File: config.mk
export PLATFORM = sky130hd
export DESIGN_NAME = mem_rr_arbiter
export DESIGN_NICKNAME = d
export VERILOG_FILES = /design/src/rtl/mem_rr_arbiter.sv
export SDC_FILE = /design/constraint.sdc
export NUM_CORES = 1
export LEC_CHECK = 0
export BUFFER_PORTS_ARGS = -buffer_cell sky130_fd_sc_hd__buf_2
export CORE_MARGIN = 2
export CORE_UTILIZATION = 35
export CTS_BUF_LIST = sky130_fd_sc_hd__clkbuf_16
export DETAILED_ROUTE_END_ITERATION = 10
export PLACE_DENSITY = 0.77
export SLEW_MARGIN = 20
export SYNTH_ARGS = -nofsm -noshare
export SYNTH_HDL_FRONTEND = slang
export SYNTH_SLANG_ARGS = --single-unit
File: constraint.sdc
create_clock -name clk -period 2.6 [get_ports clk]
set_input_delay 0.39 -clock clk [delete_from_list [all_inputs] [get_ports clk]]
set_output_delay 0.39 -clock clk [all_outputs]
set_load 0.01 [all_outputs]
File: src/rtl/mem_rr_arbiter.sv
// Round-robin arbiter sharing one simple memory port among NUM_REQ requesters.
// One access at a time, at least two idle cycles between accesses, watchdog-bounded.
module mem_rr_arbiter #(
  parameter int NUM_REQ = 3,
  parameter int TIMEOUT = 20
) (
  input  logic                    clk,
  input  logic                    reset,
  input  logic [NUM_REQ-1:0]      req_i,
  input  logic [NUM_REQ-1:0]      req_rnw_i,
  input  logic [4*NUM_REQ-1:0]    req_addr_i,
  input  logic [32*NUM_REQ-1:0]   req_wdata_i,
  output logic [NUM_REQ-1:0]      req_ready_o,
  output logic                    req_err_o,
  output logic [31:0]             req_rdata_o,
  output logic                    mem_req_o,
  output logic                    mem_rnw_o,
  output logic [3:0]              mem_addr_o,
  output logic [31:0]             mem_wdata_o,
  input  logic                    mem_ready_i,
  input  logic [31:0]             mem_rdata_i
);

  localparam int IDX_W = $clog2(NUM_REQ);
  localparam int WD_W  = $clog2(TIMEOUT);
  localparam logic [IDX_W-1:0] IDX_LAST = IDX_W'(NUM_REQ - 1);
  localparam logic [IDX_W:0]   NUM_REQ_W = (IDX_W + 1)'(NUM_REQ);
  localparam logic [WD_W-1:0]  WD_LAST  = WD_W'(TIMEOUT - 1);

  typedef enum logic [1:0] {
    S_IDLE,
    S_ACCESS,
    S_RESP
  } state_e;

  state_e             state_q;
  logic [IDX_W-1:0]   grant_q;
  logic [IDX_W-1:0]   rr_ptr_q;
  logic [WD_W-1:0]    wd_q;
  logic               mem_req_q;
  logic               mem_rnw_q;
  logic [3:0]         mem_addr_q;
  logic [31:0]        mem_wdata_q;
  logic [NUM_REQ-1:0] req_ready_q;
  logic               req_err_q;
  logic [31:0]        req_rdata_q;

  logic               grant_vld_d;
  logic [IDX_W-1:0]   grant_d;
  logic [IDX_W-1:0]   rr_ptr_d;
  logic [IDX_W:0]     scan_sum;
  logic [IDX_W-1:0]   scan_idx;

  // First set request at or above the rr pointer, wrapping modulo NUM_REQ.
  always_comb begin
    // NOTE: every comb output gets a default before any conditional write, so no latch is inferred.
    grant_vld_d = 1'b0;
    grant_d     = '0;
    scan_sum    = '0;
    scan_idx    = '0;
    for (int i = 0; i < NUM_REQ; i++) begin
      scan_sum = {1'b0, rr_ptr_q} + (IDX_W + 1)'(i);
      if (scan_sum >= NUM_REQ_W) begin
        scan_sum = scan_sum - NUM_REQ_W;
      end
      scan_idx = scan_sum[IDX_W-1:0];
      if (!grant_vld_d && req_i[scan_idx]) begin
        grant_vld_d = 1'b1;
        grant_d     = scan_idx;
      end
    end
    rr_ptr_d = (grant_d == IDX_LAST) ? '0 : grant_d + 1'b1;
  end

  always_ff @(posedge clk) begin
    // NOTE: sequential state uses non-blocking assignments so every register samples pre-edge values.
    if (reset) begin
      state_q     <= S_IDLE;
      grant_q     <= '0;
      rr_ptr_q    <= '0;
      wd_q        <= '0;
      mem_req_q   <= 1'b0;
      mem_rnw_q   <= 1'b0;
      mem_addr_q  <= '0;
      mem_wdata_q <= '0;
      req_ready_q <= '0;
      req_err_q   <= 1'b0;
      req_rdata_q <= '0;
    end else begin
      // Completion outputs are single-cycle; only the ACCESS exit sets them.
      req_ready_q <= '0;
      req_err_q   <= 1'b0;
      req_rdata_q <= '0;
      case (state_q)
        S_IDLE: begin
          if (grant_vld_d) begin
            grant_q     <= grant_d;
            rr_ptr_q    <= rr_ptr_d;
            mem_rnw_q   <= req_rnw_i[grant_d];
            mem_addr_q  <= req_addr_i[grant_d*4 +: 4];
            mem_wdata_q <= req_wdata_i[grant_d*32 +: 32];
            mem_req_q   <= 1'b1;
            wd_q        <= '0;
            state_q     <= S_ACCESS;
          end
        end
        S_ACCESS: begin
          if (mem_ready_i) begin
            req_ready_q[grant_q] <= 1'b1;
            req_rdata_q          <= mem_rnw_q ? mem_rdata_i : 32'h0;
            mem_req_q            <= 1'b0;
            state_q              <= S_RESP;
          end else if (wd_q == WD_LAST) begin
            req_ready_q[grant_q] <= 1'b1;
            req_err_q            <= 1'b1;
            mem_req_q            <= 1'b0;
            state_q              <= S_RESP;
          end else begin
            wd_q <= wd_q + 1'b1;
          end
        end
        S_RESP: begin
          wd_q    <= '0;
          state_q <= S_IDLE;
        end
        default: begin
          mem_req_q <= 1'b0;
          state_q   <= S_IDLE;
        end
      endcase
    end
  end

  assign req_ready_o = req_ready_q;
  assign req_err_o   = req_err_q;
  assign req_rdata_o = req_rdata_q;
  assign mem_req_o   = mem_req_q;
  assign mem_rnw_o   = mem_rnw_q;
  assign mem_addr_o  = mem_addr_q;
  assign mem_wdata_o = mem_wdata_q;

endmodule

* Word level (Yosys, flattened, before mapping)
Index checks and enable logic that the tools add are counted.
Cells by class: add/subtract/negate cells 7, magnitude comparators 9, equality and inequality tests 8, shift-type cells 2, multiplexer cells 35, bitwise gates (word level) 4, reduce and logical (&&, ||, !) cells 14
Operators with widths (number):
- variable part select 96 x 8 -> 32 bit | 1
- 2-to-1 mux 2 bit | 10
- < comparator 2 x 3 -> 1 bit (second input constant) | 5
- 2-to-1 mux 5 bit | 3
- case mux 5 bit (3 select lines) | 1
- 2-to-1 mux 1 bit | 12
- variable part select 12 x 5 -> 4 bit | 1
- binary-select mux 1 bit (select 2 bit) | 4
- greater-or-equal comparator 3 x 2 -> 1 bit (second input constant) | 2
- 2-to-1 mux 3 bit | 2
- != test 2 bit (second input constant) | 3
- subtractor 2 bit (second input constant) | 3
- adder 5 x 1 -> 5 bit (second input constant) | 1
- == test 5 bit (second input constant) | 1
- == test 2 bit (second input constant) | 2
- NOT 1 bit | 4
- case mux 2 bit (2 select lines) | 1
- AND reduction 2 bit | 2
- AND reduction 4 bit | 1
- OR reduction 4 bit | 1
- adder 2 x 1 -> 3 bit (second input constant) | 1
- adder 2 x 2 -> 3 bit (second input constant) | 1
- logical AND 1 bit | 3
- != test 3 bit (second input constant) | 1
- 12 further kinds | 13
Word-level totals: bits in registers 85, bits of input ports 149, output and inout port bits 74, logic and storage cells 90

* Depth between registers and ports, before layout
Gate-level depths: netlist (run 1).
depth in word-level cells 13, mapped depth 11, depth with buffers taken out 8

* Worst setup path before layout (run 1)
No wires, ideal clock.
path type register to register, start point register rr_ptr_q[0], end point register mem_addr_q[3] (netlist: mem_addr_o[3]), arrival 2.243 ns, required time 2.530 ns, setup slack 0.286 ns, cell stages (with the launch flop) 12, path buffers 4, path through dfxtp_1 > inv_1 > ha_1 > buf_6 > nor3b_2 > nand3_1 > a41oi_1 > buf_2 > buf_6 > clkbuf_1 > a211oi_1 > o2bb2ai_1
Between the ends: word-level cells in the longest chain between the ends 12, elaborated cells on any way between the ends 29
RTL lines:
- from (decl) | RTL line 38 | logic [IDX_W-1:0] rr_ptr_q;
- from (signal assigned) | RTL line 98 | rr_ptr_q <= rr_ptr_d;
- parallel branches: the longest is 12 deep, another holds adder 2 x 1 -> 3 bit
- to (signal assigned) | RTL line 100 | mem_addr_q <= req_addr_i[grant_d*4 +: 4];
- to (decl) | RTL line 42 | logic [3:0] mem_addr_q;
Several ways; the timed one is not identified. The select of a mux whose other input is x is not followed. A chain may end at the register's enable or synchronous reset.

* Final worst setup path (run 1)
start point register rr_ptr_q[1], end point register mem_wdata_q[23] (netlist: mem_wdata_o[23])
Between the ends: word-level cells in the longest chain between the ends 12, elaborated cells on any way between the ends 29
RTL lines:
- parallel branches: the longest is 12 deep, another holds adder 2 x 1 -> 3 bit
- to (signal assigned) | RTL line 101 | mem_wdata_q <= req_wdata_i[grant_d*32 +: 32];
- to (decl) | RTL line 43 | logic [31:0] mem_wdata_q;
Several ways; the timed one is not identified. The select of a mux whose other input is x is not followed.

==> Flow_metrics.wiki, run 1 <==
{| class="wikitable"
! Metric !! Value
|-
| Clock-pin slew on the worst setup and hold paths || 60 ps
|-
| Period Utilization, post-route || between 90% and 100%
|-
| Number of remaining DRC errors || 0
|-
| Part of the power in registers || a little under a third
|-
| Combinational power share || between 40 and 50%
|-
| Sw Pwr || between 2 and 2.5 mW
|-
| Setup bufs post-CTS || 0
|-
| Synthesized Nets || around 550
|-
| Relative slew margins || a little under half
|-
| Average size of a mapped cell || about 9.6 sq um
|-
| Hold slack final || ~240 ps
|-
| Input/output buffers || 222
|-
| Routed vias || 3782
|-
| Wire length of the first global-routing pass || 17700 um
|-
| Critical path capture point type || register
|-
| Max-Cap Viols || 0
|-
| Fraction of final layout cells sized beyond drive strength 1 || about 42%
|-
| Data required time at the worst endpoint || 2860 ps
|-
| ANT cells || 0
|-
| Fraction of the yosys area taken by sequential cells || between 40% and 50%
|-
| Antenna violations before repair || 0
|-
| Final hold vios || 0
|-
| Highest attainable clock frequency || approximately 0.40 GHz
|-
| Relative area change from synthesis to final layout || 41.6%
|-
| Number of clock sinks || 85
|-
| FF-to-FF path depth || 9
|-
| Dominant register cell in the synthesized netlist || dfxtp_1
|-
| VDD IR-drop max || a little over 0.5 mV
|-
| Outcome || finished clean
|-
| Max Clock Skew || 5.76 ps
|-
| Post-Synthesis Cell Area || between 0.003 and 0.004 sq mm
|-
| Worst hold path class || in -> reg
|-
| Fraction of registers with async set or reset after synthesis || 0%
|-
| Final wirelength || 11600 um
|-
| Buffer cell driving the clock tree root || clkbuf_16
|-
| Nets@finish || approximately 760
|-
| Largest driver fanout on the critical path || 28
|-
| Number of standard-cell rows in the floorplan || 37
|-
| Final GP Congestion || just under 0.9
|-
| GRT Util Overall || around a fifth
|-
| Count of state elements after synthesis || 85
|-
| Cell Pwr Density || around 1100 mW/mm^2
|-
| Die outline width || ~110 um
|-
| Cell count after placement || around 730
|-
| Die boundary height || between 100 and 150 um
|-
| Setup total negative slack || 0 ps
|-
| Clock insertion delay at the later pin of the skew report || 330 ps
|-
| Final standard cell count with taps included and fillers excluded || 747
|-
| DRT Pass-1 Iters || 4
|-
| Remaining antenna violation count after routing || 0
|-
| Unrepaired setup endpoints after global routing || no
|-
| H-tree levels || 3
|-
| Maximum count of clock buffers along a single path || 2
|-
| Total CTS buffers || 9
|-
| Via density per instance || 5.06
|-
| Area of the core region || roughly 0.010 sq mm
|-
| Slew Limit Fails || 0
|-
| Worst Hold Path Cells || 2
|-
| Tot Pwr || between 5 and 6 mW
|-
| Switching share of total power || roughly two fifths
|-
| Syn Inst Count || just under 400
|-
| First-iteration detailed-routing DRC count || approximately 170
|-
| Number of enable-type register cells in the synthesized netlist || 0
|-
| TritonCTS clock tree || done
|-
| Initial Util || ~36%
|-
| Yosys warnings || 0
|-
| Total congestion overflow || 0
|-
| Via count of the first global-routing pass || around 3.8k
|-
| Total half-perimeter wirelength after legalization and detailed placement || around 8500 um
|-
| Count of endpoints failing setup in the final report || 0
|-
| Part of the total power dissipated in the clock network || 24.9%
|-
| Measured slew at the worst slew-check pin || 801 ps
|-
| Count of hold buffers inserted by post-cts repair || 0
|-
| Overall die area || roughly 0.012 sq mm
|-
| Count of different cell masters after synthesis || 44
|-
| Mean routed wirelength per cell || roughly 16 um
|-
| Shortest clock period the worst path allows after layout || approximately 2500 ps
|-
| Top-level I/O count || approximately 220
|-
| Cell internal power dissipation || around 3.4 mW
|-
| Crit start category || register
|-
| Signal arrival time at the worst endpoint || roughly 2800 ps
|-
| Filler Cells Inserted || roughly 1000
|-
| Critical Setup Path Class || reg -> reg
|-
| Static leakage || 2.43 nW
|-
| Largest net degree at the start of global routing || between 60 and 70
|}
[area by class of cell]
cell class,count,area [sq um],area share (%)
flip-flops and latches,85,1700,31.9
repair buffers,232,1240,23.3
well taps,136,170,3.19
multi-input cells,273,1870,35.2
clock inverters,6,96.3,1.81
inverters,6,22.5,0.422
clock buffers,9,225,4.22
[flip-flops by register name, summed over array words and instances, names as in the netlist]
signal	count
mem_addr_o	4
req_err_o	1
req_rdata_o	32
grant_q	2
mem_wdata_o	32
wd_q	5
mem_req_o	1
state_q	2
req_ready_o	3
rr_ptr_q	2
mem_rnw_o	1
[cell usage after synthesis, types with 2 or more instances]
| library cell | count | area [sq um] |
|---|---|---|
| a211oi_1 | 38 | 285 |
| a21oi_1 | 9 | 45.0 |
| and2_1 | 33 | 206 |
| buf_2 | 6 | 30.0 |
| buf_4 | 4 | 30.0 |
| buf_6 | 3 | 33.8 |
| buf_8 | 3 | 45.0 |
| clkbuf_1 | 12 | 45.0 |
| dfxtp_1 | 85 | 1700 |
| ha_1 | 5 | 62.6 |
| inv_1 | 6 | 22.5 |
| mux2_4 | 2 | 30.0 |
| mux2i_1 | 2 | 20.0 |
| nand2_1 | 8 | 30.0 |
| nand2b_1 | 2 | 12.5 |
| nand3_1 | 3 | 15.0 |
| nand3b_1 | 3 | 22.5 |
| nand4_1 | 2 | 12.5 |
| nor2_1 | 14 | 52.6 |
| nor2b_1 | 41 | 257 |
| nor3_1 | 2 | 10.0 |
| nor3b_1 | 2 | 15.0 |
| o21a_1 | 3 | 22.5 |
| o21ai_0 | 42 | 210 |
| o21ai_1 | 5 | 25.0 |
| o2bb2ai_1 | 37 | 324 |
| or3_1 | 2 | 12.5 |
| xor2_1 | 3 | 26.3 |
[metrics by stage]
step / area (sq um) / util (%) / setup WS [ps]
after detailed placement: 4980 / 48.0 / 140
final: 5330 / 51.4 / 109
after global routing: 5330 / 51.4 / 30.7
after global placement: 4980 / 48.0 / 261
after floorplan: 3760 / - / 286
after CTS: 5300 / 51.1 / 124
[cells in the final DEF (no fill, tap or decap), types with 4 or more instances in the layout]
| cell type | count |
|---|---|
| a211oi_1 | 38 |
| a21oi_1 | 9 |
| and2_1 | 33 |
| buf_2 | 222 |
| buf_4 | 6 |
| clkbuf_16 | 10 |
| dfxtp_1 | 85 |
| ha_1 | 4 |
| inv_1 | 6 |
| nand2_1 | 8 |
| nor2_1 | 14 |
| nor2b_1 | 41 |
| o21ai_0 | 42 |
| o21ai_1 | 4 |
| o2bb2ai_1 | 37 |
[path summary, 6_finish.rpt]
path | slack [ps] | to | start
worst min register to register | 470 | mem_addr_o[3]$_SDFFE_PP0P_ | mem_addr_o[3]$_SDFFE_PP0P_
worst max register to register | 110 | mem_wdata_o[23]$_SDFFE_PP0P_ | rr_ptr_q[1]$_SDFFE_PP0P_
worst min-delay path | 240 | req_err_o$_SDFF_PP0_ | mem_ready_i
worst max-delay path | 110 | mem_wdata_o[23]$_SDFFE_PP0P_ | rr_ptr_q[1]$_SDFFE_PP0P_
[per-layer routing]
metal | routed length [um] | share of wire (%) | up-vias | global-route usage [%]
li1 | - | - | 1839 | -
met1 | 4660 | 40 | 1769 | 21.8
met2 | 5950 | 51 | 154 | 34.4
met3 | 746 | 6.4 | 20 | 5.39
met4 | 240 | 2.1 | 0 | 7.14
met5 | 0 | 0 | - | 0
[power by group through the flow]
stage,logic (mW),registers [mW],clock network [mW]
floorplan,1.62,1.80,0
global placement,2.33,1.73,0
detailed placement,2.41,1.72,0
CTS,2.41,1.71,1.42
global route,2.76,1.74,1.47
finish,2.50,1.71,1.40
[logic make-up (layout without fill, tap and decap cells)]
logic type,after synthesis,after routing,synth area share [%]
xor+xnor,3,3,0.698
buf+inv,35,253,5.68
compound gates,140,140,25.9
mux,4,4,1.33
fa+ha+maj,5,5,1.66
flops,85,85,45.2
simple gates,121,121,19.5
[worst max-delay path, stage by stage (launching register included)]
cell,delay (ps)
dfxtp_1,340
inv_1,90
ha_1,340
mux2_4,330
mux2_4,310
or3_1,370
and2_4,180
nor2_8,100
buf_12,200
o2bb2ai_1,140
[repair_timing]
| action | in CTS | in global routing |
|---|---|---|
| setup endpoints to repair | 0 | 25 |
| endpoints found under the hold margin | 0 | 0 |
| resized for setup | 0 | 1 |
Power figures use the tool's default switching activity.
==> run 2, diff against run 1 <==
--- a/config.mk
+++ b/config.mk
@@ -5,12 +5,13 @@
 export SDC_FILE = /design/constraint.sdc
 export NUM_CORES = 1
 export LEC_CHECK = 0
+export ABC_AREA = 1
 export BUFFER_PORTS_ARGS = -buffer_cell sky130_fd_sc_hd__buf_2
 export CORE_MARGIN = 2
 export CORE_UTILIZATION = 35
 export CTS_BUF_LIST = sky130_fd_sc_hd__clkbuf_16
 export DETAILED_ROUTE_END_ITERATION = 10
-export PLACE_DENSITY = 0.77
+export PLACE_DENSITY = 0.74
 export SLEW_MARGIN = 20
 export SYNTH_ARGS = -nofsm -noshare
 export SYNTH_HDL_FRONTEND = slang
==> Flow_metrics.wiki, run 2 <==
{| class="wikitable"
! Metric !! Value
|-
| Post-Synthesis Cell Area || 0.00435 sq mm (+16%)
|-
| Period Utilization, post-route || 90.6% (-5.2 points)
|-
| Hold slack final || 257 ps (+19.9 ps)
|-
| Mean routed wirelength per cell || 12.1 um (-22%)
|-
| Measured slew at the worst slew-check pin || 512 ps (-289 ps)
|-
| Signal arrival time at the worst endpoint || 2620 ps (-130 ps)
|-
| Part of the total power dissipated in the clock network || 18.5% (-6.4 points)
|-
| Area fraction of the dominant cell type after synthesis || 39.1% (-6.1 points)
|-
| Sw Pwr || 3.23 mW (+48%)
|-
| DR WL met2 || 6140 um (+3.3%)
|-
| Uppermost metal layer occupied by signal nets || met4
|-
| Outcome || finished clean
|-
| Shortest clock period the worst path allows after layout || 2350 ps (-136 ps)
|-
| DRT Pass-1 Iters || 4 (unchanged)
|-
| Crit path launch || rr_ptr_q[0]$_SDFFE_PP0P_
|-
| Setup total negative slack || 0 ps (unchanged)
|-
| Die boundary height || 116 um (+7.2%)
|-
| Antenna violations before repair || 0 (unchanged)
|-
| Synthesized Nets || 832 (+52%)
|-
| Clock insertion delay at the later pin of the skew report || 340 ps (about the same)
|-
| Critical Path Slowest Stage Cell || ha_1
|-
| ANT cells || 0 (unchanged)
|-
| Dominant register cell in the synthesized netlist || dfxtp_1
|-
| Min setup slack post-route || 246 ps (+136 ps)
|-
| Count of hold buffers inserted by post-cts repair || 0 (unchanged)
|-
| Average size of a mapped cell || 6.42 sq um (-33%)
|-
| Post-cts sizing count || 0 (unchanged)
|-
| Relative slew margins || 65.9% (+19 points)
|-
| FF-to-FF path depth || 13 (+4)
|-
| Syn Inst Count || 678 (+73%)
|-
| Number of enable-type register cells in the synthesized netlist || 0 (unchanged)
|-
| Count of endpoints failing setup in the final report || 0 (unchanged)
|-
| VDD IR-drop max || 0.840 mV (+65%)
|-
| Cell Pwr Density || 1180 mW/mm^2 (+12%)
|-
| Number of cells on the critical path || 13 (+4)
|-
| Fraction of the yosys area taken by sequential cells || 39.1% (-6.1 points)
|-
| Most numerous cell types in the synthesized netlist || inv_1, nand2_1, nand3_1, dfxtp_1, a21oi_1
|-
| Final GP Congestion || 0.816 (-7.0%)
|-
| Met3 layer wire length in the routed design || 1190 um (+59%)
|-
| Cell internal power dissipation || 3.72 mW (+8.3%)
|-
| TritonCTS clock tree || done
|-
| Yosys warnings || 0 (unchanged)
|-
| Count of different cell masters after synthesis || 27 (-39%)
|-
| Input/output buffers || 222 (unchanged)
|-
| Number of clock sinks || 85 (unchanged)
|-
| Worst hold path class || in -> reg
|-
| Count of state elements after synthesis || 85 (unchanged)
|-
| Number of standard-cell rows in the floorplan || 40 (+8.1%)
|-
| GRT Util Overall || 19.7% (+0.39 points)
|-
| Crit Reg-Reg Startpoint || rr_ptr_q[0]$_SDFFE_PP0P_
|-
| Cell type contributing the most total cell area after synthesis || dfxtp_1
|-
| Die outline width || 116 um (+7.2%)
|-
| Routed vias || 4808 (+27%)
|-
| Area of the core region || 0.0121 sq mm (+16%)
|-
| Setup WS pre-CTS || 309 ps (+169 ps)
|-
| Total congestion overflow || 0 (unchanged)
|-
| Worst Hold Path Cells || 3 (+1)
|-
| Wire length on met1 || 5450 um (+17%)
|-
| Via density per instance || 4.52 (-11%)
|-
| First-iteration detailed-routing DRC count || 279 (+69%)
|-
| H-tree levels || 3 (unchanged)
|-
| Final wirelength || 12900 um (+11%)
|-
| Filler Cells Inserted || 1280 (+31%)
|-
| Most frequent cells in the layout || buf_2, inv_1, nand2_1
|-
| Combinational power share || 56.7% (+12 points)
|-
| Critical path capture point type || register
|-
| Max Clock Skew || 5.73 ps (-0.0304 ps)
|-
| Clock-pin slew on the worst setup and hold paths || 60 ps (about the same)
|-
| Cell with the most instances on the worst path || nand2_1
|-
| Final hold vios || 0 (unchanged)
|-
| Nets@finish || 1046 (+37%)
|-
| Via count of the first global-routing pass || 4489 (+18%)
|-
| Highest attainable clock frequency || 0.425 GHz (+5.8%)
|-
| Initial Util || 36.1% (-0.22 points)
|-
| Slowest stage delay, CP || 390 ps (+20 ps)
|-
| Largest driver fanout on the critical path || 13 (-54%)
|-
| Setup bufs post-CTS || 0 (unchanged)
|-
| Top-level I/O count || 223 (unchanged)
|-
| Maximum count of clock buffers along a single path || 2 (unchanged)
|-
| Wire length of the first global-routing pass || 20600 um (+16%)
|-
| Remaining antenna violation count after routing || 0 (unchanged)
|-
| Buf/Inv on CP || 4 (+2)
|-
| Fraction of final layout cells sized beyond drive strength 1 || 30.8% (-12 points)
|-
| Kind of cell adding the most delay to the critical path || simple AND/OR/NAND/NOR gates
|-
| Critical Setup Path Class || reg -> reg
|-
| Max-Cap Viols || 0 (unchanged)
|-
| Launch point of the worst hold path || mem_rdata_i[10]
|-
| Switching share of total power || 46.5% (+7.7 points)
|-
| Static leakage || 3.46 nW (+42%)
|-
| Buffer cell driving the clock tree root || clkbuf_16
|-
| Part of the power in registers || 24.8% (-5.7 points)
|-
| Unrepaired setup endpoints after global routing || no
|-
| Number of remaining DRC errors || 0 (unchanged)
|-
| Most common library cell in the layout ignoring fill and taps || buf_2
|-
| Overall die area || 0.0133 sq mm (+15%)
|-
| Relative area change from synthesis to final layout || 35.7%
|-
| Crit start category || register
|-
| Slew Limit Fails || 0 (unchanged)
|-
| Total CTS buffers || 9 (unchanged)
|-
| Synth top area cells || dfxtp_1, nand3_1, inv_1, nand2_1, a21oi_1
|-
| Fraction of registers with async set or reset after synthesis || 0% (unchanged)
|-
| Leading cell type by number of instances after synthesis || inv_1
|-
| Largest net degree at the start of global routing || 44 (-34%)
|-
| Critical Path, Cell by Cell || inv_1 -> ha_1 -> inv_2 -> nand2_1 -> nand3_1 -> nand2_1 -> nand4_1 -> nand2_1 -> buf_4 -> nand3_1 -> nand2_1 -> inv_2 -> a21oi_1
|-
| Data required time at the worst endpoint || 2860 ps (about the same)
|-
| Total half-perimeter wirelength after legalization and detailed placement || 9440 um (+11%)
|}
## run 2: per-stage QoR
step	instances	power, mW	utilization, %	cell area (sq um)
detailed placement	1049	5.69	46.5	5610
global route	1064	7.58	49.0	5910
finish	1064	6.95	49.0	5910
global placement	1049	5.63	46.5	5610
floorplan	678	4.63	-	4350
CTS	1064	7.02	49.0	5910
## run 2: worst register-to-register path: stages (launching register included)
cell and delay (ps):
dfxtp_1 380, inv_1 80, ha_1 390, inv_2 90
nand2_1 60, nand3_1 60, nand2_1 170, nand4_1 120
nand2_1 310, buf_4 280, nand3_1 90, nand2_1 80
inv_2 30, a21oi_1 140
## run 2: power groups by stage
stage,Clock [mW],Sequential (mW),Combinational (mW)
floorplan,0,1.82,2.82
global placement,0,1.74,3.88
finish,1.29,1.72,3.94
global route,1.39,1.75,4.43
detailed placement,0,1.75,3.95
CTS,1.34,1.72,3.96
## run 2: per-layer routing
layer | global-route usage [%] | vias up
li1 | - | 2475
met4 | 5.22 | 0
met3 | 7.17 | 6
met5 | 0 | -
met2 | 34.4 | 211
met1 | 22.7 | 2116
## run 2: area by class of cell
| class | count | area (sq um) | share of cell area [%] |
|---|---|---|---|
| Clock buffer | 9 | 225 | 3.81 |
| Sequential cell | 85 | 1700 | 28.8 |
| Inverter | 164 | 616 | 10.4 |
| Timing Repair Buffer | 239 | 1260 | 21.4 |
| Clock inverter | 6 | 71.3 | 1.21 |
| Multi-Input combinational cell | 393 | 1820 | 30.8 |
| Tap cell | 168 | 210 | 3.56 |
## run 2: logic make-up after synthesis
family	after synthesis	synth area share [%]
xor+xnor	1	0.201
buf+inv	200	19.3
fa+ha+maj	5	1.44
simple gates	330	33.3
flops	85	39.1
compound gates	57	6.76
## run 2: worst paths after layout
| check | endpoint | slack (ps) |
|---|---|---|
| worst min register to register | req_ready_o[0]$_SDFF_PP0_ | 440 |
| worst max register to register | mem_wdata_o[23]$_SDFFE_PP0P_ | 250 |
| worst max-delay path | mem_wdata_o[23]$_SDFFE_PP0P_ | 250 |
| worst min-delay path | req_rdata_o[10]$_SDFF_PP0_ | 260 |
